<file path="config.mk">
export PLATFORM = sky130hd
export DESIGN_NAME = muldiv_ctrl
export DESIGN_NICKNAME = d
export VERILOG_FILES = /design/src/rtl/muldiv_ctrl.sv
export SDC_FILE = /design/constraint.sdc
export NUM_CORES = 1
export LEC_CHECK = 0
export BUFFER_PORTS_ARGS = -buffer_cell sky130_fd_sc_hd__buf_2
export CORE_AREA = 4 4 152 154
export CTS_CLUSTER_SIZE = 25
export DETAILED_ROUTE_END_ITERATION = 8
export DIE_AREA = 0 0 156 158
export PLACE_DENSITY = 0.53
export SYNTH_ARGS = -nofsm -noshare
export SYNTH_HDL_FRONTEND = slang
export SYNTH_SLANG_ARGS = --single-unit
</file>
<file path="constraint.sdc">
create_clock -name clk -period 1.98 [get_ports clk]
set_input_delay 0.198 -clock clk [delete_from_list [all_inputs] [get_ports clk]]
set_output_delay 0.198 -clock clk [all_outputs]
set_load 0.005 [all_outputs]
</file>
<file path="src/rtl/muldiv_ctrl.sv">
// EX-stage sequencer for the shared multiplier and divider: latches one
// mul/div op, stalls IF..EX until the result is back, then pulses a single HI/LO write.
module muldiv_ctrl #(
    parameter int MUL_LAT = 2
) (
    input  logic        clk,
    input  logic        rst,
    input  logic        op_valid,
    input  logic [3:0]  op_code,
    input  logic [31:0] src1,
    input  logic [31:0] src2,
    input  logic        ex_hold,
    input  logic        flush,
    output logic        stallreq,
    output logic        busy,
    output logic        mul_signed,
    output logic [31:0] mul_a,
    output logic [31:0] mul_b,
    input  logic [63:0] mul_result,
    output logic        div_start,
    output logic        div_signed,
    output logic [31:0] div_opa,
    output logic [31:0] div_opb,
    output logic        div_annul,
    input  logic        div_ready,
    input  logic [63:0] div_result,
    output logic        hilo_we,
    output logic [31:0] hi_wdata,
    output logic [31:0] lo_wdata
);

    localparam int CW = (MUL_LAT > 1) ? $clog2(MUL_LAT) : 1;

    typedef enum logic [1:0] {IDLE, MUL_WAIT, DIV_WAIT, DONE} state_t;

    state_t        state_q, state_d;
    logic [CW-1:0] cnt_q, cnt_d;
    logic [31:0]   opa_q, opa_d, opb_q, opb_d;
    logic [31:0]   hi_q, hi_d, lo_q, lo_d;
    logic          sgn_q, sgn_d;
    logic          we_q, we_d;
    logic          annul_q, annul_d;

    logic op_onehot, is_op, is_mul, is_signed;

    // Anything other than exactly one bit set is not ours and must never stall.
    assign op_onehot = (op_code == 4'b1000) | (op_code == 4'b0100) |
                       (op_code == 4'b0010) | (op_code == 4'b0001);
    assign is_op     = op_valid & op_onehot;
    assign is_mul    = op_code[3] | op_code[2];
    assign is_signed = op_code[3] | op_code[1];

    always_comb begin
        state_d = state_q;
        cnt_d   = cnt_q;
        opa_d   = opa_q;
        opb_d   = opb_q;
        sgn_d   = sgn_q;
        hi_d    = hi_q;
        lo_d    = lo_q;
        we_d    = 1'b0;
        annul_d = 1'b0;
        case (state_q)
            IDLE: begin
                if (is_op && !flush) begin
                    opa_d = src1;
                    opb_d = src2;
                    sgn_d = is_signed;
                    if (is_mul) begin
                        state_d = MUL_WAIT;
                        cnt_d   = CW'(MUL_LAT - 1);
                    end else begin
                        state_d = DIV_WAIT;
                    end
                end
            end
            MUL_WAIT: begin
                if (flush) begin
                    state_d = IDLE;
                end else if (cnt_q == '0) begin
                    hi_d    = mul_result[63:32];
                    lo_d    = mul_result[31:0];
                    we_d    = 1'b1;
                    state_d = DONE;
                end else begin
                    cnt_d = cnt_q - CW'(1);
                end
            end
            DIV_WAIT: begin
                // Flush beats a same-cycle div_ready: the killed op must not write.
                if (flush) begin
                    state_d = IDLE;
                    annul_d = 1'b1;
                end else if (div_ready) begin
                    hi_d    = div_result[63:32];
                    lo_d    = div_result[31:0];
                    we_d    = 1'b1;
                    state_d = DONE;
                end
            end
            DONE: begin
                // The op stays in EX while held; waiting here keeps it from re-issuing.
                if (flush || !ex_hold) state_d = IDLE;
            end
            default: state_d = IDLE;
        endcase
    end

    always_ff @(posedge clk) begin
        if (rst) begin
            state_q <= IDLE;
            cnt_q   <= '0;
            opa_q   <= '0;
            opb_q   <= '0;
            sgn_q   <= 1'b0;
            hi_q    <= '0;
            lo_q    <= '0;
            we_q    <= 1'b0;
            annul_q <= 1'b0;
        end else begin
            state_q <= state_d;
            cnt_q   <= cnt_d;
            opa_q   <= opa_d;
            opb_q   <= opb_d;
            sgn_q   <= sgn_d;
            hi_q    <= hi_d;
            lo_q    <= lo_d;
            we_q    <= we_d;
            annul_q <= annul_d;
        end
    end

    assign stallreq   = is_op & (state_q != DONE);
    assign busy       = (state_q != IDLE);
    assign mul_signed = sgn_q;
    assign mul_a      = opa_q;
    assign mul_b      = opb_q;
    assign div_signed = sgn_q;
    assign div_opa    = opa_q;
    assign div_opb    = opb_q;
    assign div_start  = (state_q == DIV_WAIT) & ~div_ready & ~flush;
    assign div_annul  = annul_q;
    assign hilo_we    = we_q;
    assign hi_wdata   = hi_q;
    assign lo_wdata   = lo_q;

endmodule

</file>
# Word level (Yosys, flattened, before mapping)
# Index checks and enable logic that the tools add are counted.
dict set report totals {
  input_bits 202
  output_inout_bits 199
  regBits 134
  elab_cells 81
}
dict set report op_classes {
  bitwise 12
  muxes 29
  n_reduce_logical 13
  n_eq_ne 17
  n_addsub 1
}
# op n
set ops {}
lappend ops {{$mux 32} 8}
lappend ops {{$pmux 32 s2} 2}
lappend ops {{$ne 2x2->1 const B} 8}
lappend ops {{$mux 2} 7}
lappend ops {{$mux 1} 9}
lappend ops {{$pmux 2 s4} 1}
lappend ops {{$reduce_and 4->1} 2}
lappend ops {{$ne 3x3->1 const B} 2}
lappend ops {{$reduce_bool 2->1} 3}
lappend ops {{$or 1x1->1} 5}
lappend ops {{$reduce_and 5->1} 1}
lappend ops {{$and 1x1->1} 4}
lappend ops {{$eq 2x2->1 const B} 2}
lappend ops {{$eq 4x1->1 const B} 1}
lappend ops {{$eq 4x2->1 const B} 1}
lappend ops {{$eq 4x3->1 const B} 1}
lappend ops {{$eq 4x4->1 const B} 1}
lappend ops {{$pmux 1 s2} 2}
lappend ops {{$not 1->1} 3}
lappend ops {{$eq 2x1->1 const B} 1}
lappend ops {{$logic_not 1->1} 2}
lappend ops {{$logic_not 2->1} 1}
lappend ops {{$reduce_and 2->1} 1}
lappend ops {{$reduce_or 2->1} 1}
lappend ops {{3 further kinds} 3}

# Longest topological paths before layout
dict set report logic_depth {
  word_depth 8
  mapped_depth 10
  mapped_depth_nobuf 7
}

# Worst setup path before layout
# Ideal clock, no wire load.
dict set report synth_timing {
  path_type {register to register}
  startpoint {register state_q[0]}
  endpoint {register hi_q[10] (netlist: hi_wdata[10])}
  required_ns 1.846
  period_less_slack_ns 1.766
  setup_ns 0.134
  arrival_time_ns 1.632
  stages_incl_launch_ff 10
  setup_slack_ns 0.214
  path_buffers 3
  cell_sequence {dfxtp_1 inv_1 ha_1 clkbuf_1 nand2b_1 nand2_1 nor3_1 clkbuf_1 buf_2 a211oi_1}
}
dict set report synth_via {
  elab_chain_len 3
  word_cells_on_any_way 9
  cone_classes {eq/ne: 6; mux: 1; reduce/logical: 2}
}
# element line
set synth_rtl {}
lappend synth_rtl {{from (decl)} 36} ;# state_t state_q, state_d;
lappend synth_rtl {{from (signal assigned)} 121} ;# state_q <= state_d;
lappend synth_rtl {{$eq 2x1->1 or $eq 2x2->1 (tied branches)} 63} ;# case (state_q)
lappend synth_rtl {{$ne 2x2->1 (no source line) or $reduce_bool 2->1 (tied branches)} n/a}
lappend synth_rtl {{$reduce_and 5->1 (no source line)} n/a}
lappend synth_rtl {{to (signal assigned)} 126} ;# hi_q <= hi_d;
lappend synth_rtl {{to (decl)} 39} ;# logic [31:0] hi_q, hi_d, lo_q, lo_d;
# Several ways; a longest one is shown, not always the timed one.
# A chain may end at the register's enable or synchronous reset.

# Worst setup path after layout
dict set report layout_timing {
  startpoint {register state_q[0]}
  endpoint {register lo_q[6] (netlist: lo_wdata[6])}
}
dict set report layout_via {
  elab_chain_len 3
  word_cells_on_any_way 9
  cone_classes {eq/ne: 6; mux: 1; reduce/logical: 2}
}
# element line
set layout_rtl {}
lappend layout_rtl {{$eq 2x1->1 or $eq 2x2->1 (tied branches)} 63}
lappend layout_rtl {{$ne 2x2->1 (no source line) or $reduce_bool 2->1 (tied branches)} n/a}
lappend layout_rtl {{$reduce_and 5->1 (no source line)} n/a}
lappend layout_rtl {{to (signal assigned)} 127} ;# lo_q <= lo_d;
lappend layout_rtl {{to (decl)} 39}
# Several ways; a longest one is shown, not always the timed one.

==> metrics.yaml <==
clocking:
  cts.reportedPaths.clkPinSlew_ns: 0.07
  cts_tree: "yes"
  cts_buffers: 17
  root_buffer: "clkbuf_16"
  cts_max_level: 4
  post_cts_buffers: 0
  worstSkewPairLatency_ns: 0.42
  clock-sinks: 134
  cts.path.max_buffers: 2
critical_path:
  worst-path-buf-inv: 3
  critPathRequiredTime_ns: 2.29
  slowest_delay_ns: 0.38
  cp_slowest_cell: "dfxtp_1"
  end_kind: "flip-flop"
  path_delay_family: "buffers and inverters"
  start_kind: "flip-flop"
  path_max_fanout: 22
  arrival_ns: 2.11
  crit_chain: "inv_1 -> ha_4 -> nand2b_1 -> nand2_1 -> nor3_4 -> buf_6 -> buf_12 -> nor2_1 -> a211oi_1"
  worstSetupPathType: "flip-flop to flip-flop"
synth:
  syn-cell-area_um2: 5940
  yosysMostFrequentCell: "nand2_1"
  synthFlopType: "dfxtp_1"
  async_reset_ff_frac: 0
  yosysSeqAreaShare: 0.452
  ys_types: 31
  syn_inst: 693
  yosys_warnings: 0
  yosys.area.top_type: "dfxtp_1"
  synthTopCellsByArea: "dfxtp_1 45%, mux2i_1 11%, buf_4 8.7%"
  syn-num-nets: 899
  avgSynthCellArea_um2: 8.57
  yosys_register_bits: 134
  synth_edf_count: 0
  ys_top_cells_by_count: "136 x nand2_1, 134 x dfxtp_1, 73 x nor2_1, 69 x buf_4"
  yosys.area.top_type_share: 0.452
detailed_routing:
  wl_per_cell_um: 15.5
  first_pass_iters: 4
  drtIter0Drc: 227
  wirelength_um: 20600
  vias_per_cell: 4.37
  ant_nets: 0
  route.vias.total: 5831
  drc: 0
timing:
  fin_crit_ns: 1.80
  layout_setup_ws_ns: 0.180
  final_max_slew_viol_count: 0
  setup_violations: 0
  period_share: 0.909
  hold_viol_final: 0
  worstMarginPinSlew_ns: 0.455
  relSlewSlack: 0.697
  holdWs_ns: 0.0225
  max_freq_mhz: 556
  clock_skew_ns: 0.00818
placed_design:
  dpl.hpwl_um: 15700
  gp_congestion: 0.788
  placed_area_um2: 7840
  place_inst: 1272
  dp_worst_setup_slack_ns: 0.0342
  portBuffers: 400
power:
  vdd_drop_max_uv: 510
  p_leak_nw: 4.11
  power_mw: 9.65
  power.density_nw_per_um2: 1110
grt:
  grt_pass1_vias: 5498
  grt_pass1_wl_um: 30000
  grt_max_degree: 71
  antenna_found_initial: 6
  grt_use_total: 0.156
  overflow: 0
cells_and_area:
  drive_gt1_frac: 0.435
  area_growth_pct: 46.4
  multi_input_area_um2: 2540
  nets: 1245
  area.sequential_um2: 2680
  design_area_um2: 8690
  stdcell_count: 1333
  fillers: 2288
worst_hold_path:
  hold_path.class: "input port to flip-flop"
floorplan:
  die_area_um2: 24600
  start_util: 0.274
  die_height_um: 158
  rows: 54
  ioPinCount: 401
  fp.dieW_um: 156
  core_area_um2: 21700
run:
  drv_cap: 0
run_status:
  status: "finished clean"
==> placed cells by master (no fill, tap or decap), types with 3 or more instances in the layout <==
cell type,count
a21oi_1,67
buf_4,7
clkbuf_16,17
inv_6,4
inv_1,7
buf_12,10
mux2i_1,65
buf_2,399
a211oi_1,66
dlygate4sd3_1,28
nor2_1,73
nand2_1,136
ha_1,3
dfxtp_1,133
clkinv_2,3
==> path summary, 6_finish.rpt <==
path	cells past startpoint	slack (ns)	end	from
worst max-delay path	9	0.18	lo_wdata[6]$_SDFFE_PP0P_	state_q[0]$_SDFFE_PP0P_
worst min-delay path	3	0.02	div_opa[29]$_SDFFE_PP0P_	src1[29]
worst max register to register	9	0.18	lo_wdata[6]$_SDFFE_PP0P_	state_q[0]$_SDFFE_PP0P_
worst min register to register	2	0.46	div_opb[24]$_SDFFE_PP0P_	div_opb[24]$_SDFFE_PP0P_
==> power by group <==
part / total [mW] / internal [mW] / switching [mW]
registers: 3.43 / 3.17 / 0.260
clock network: 2.96 / 1.69 / 1.27
logic: 3.25 / 1.57 / 1.68
==> final cells by class <==
class,count,area share
diodes,1,0.000288
clock buffers,20,0.0525
clock inverters,12,0.0108
inverters,7,0.00302
multi-input cells,434,0.292
flip-flops and latches,134,0.309
well taps,280,0.0403
repair buffers,445,0.292
==> worst reg2reg max path, stage by stage (launching register included) <==
cell	delay (ns)
dfxtp_1	0.38
inv_1	0.11
ha_4	0.19
nand2b_1	0.11
nand2_1	0.09
nor3_4	0.14
buf_6	0.21
buf_12	0.18
nor2_1	0.05
a211oi_1	0.23
==> flip-flops by register name (all words and copies together) (netlist names) <==
signal,count
div_opa,32
div_opb,32
hi_wdata,32
lo_wdata,32
state_q,2
cnt_q,1
div_annul,1
div_signed,1
hilo_we,1
==> per-layer routing <==
layer  GRT usage  part of all wire
met1       0.173              0.39
met2       0.276              0.50
met3      0.0653              0.10
met4      0.0400            0.0086
met5           0            0.0030
==> timing repair <==
| action | in CTS | in global routing |
|---|---|---|
| hold buffers | 28 | 0 |
| endpoints found under the setup margin | 0 | 42 |
| gates resized for setup | 0 | 4 |
| hold endpoints to repair | 28 | 0 |
==> cells by family (layout without fill, tap and decap cells) <==
group	Yosys count	in the layout	synth area share
simple gates	216	216	0.141
compound gates	148	148	0.161
flops	134	134	0.452
buf+inv	125	484	0.127
mux	65	65	0.110
fa+ha+maj	4	4	0.00843
xor+xnor	1	1	0.00148
other cells	0	1	0
==> metrics by stage <==
stage               setup TNS [ns]   util
finish                           0  0.401
global route               -0.0157  0.401
CTS                              0  0.400
detailed placement               0  0.362
global placement                 0  0.362
floorplan                        0      -
Note: power is estimated with default switching activity, not from simulation.
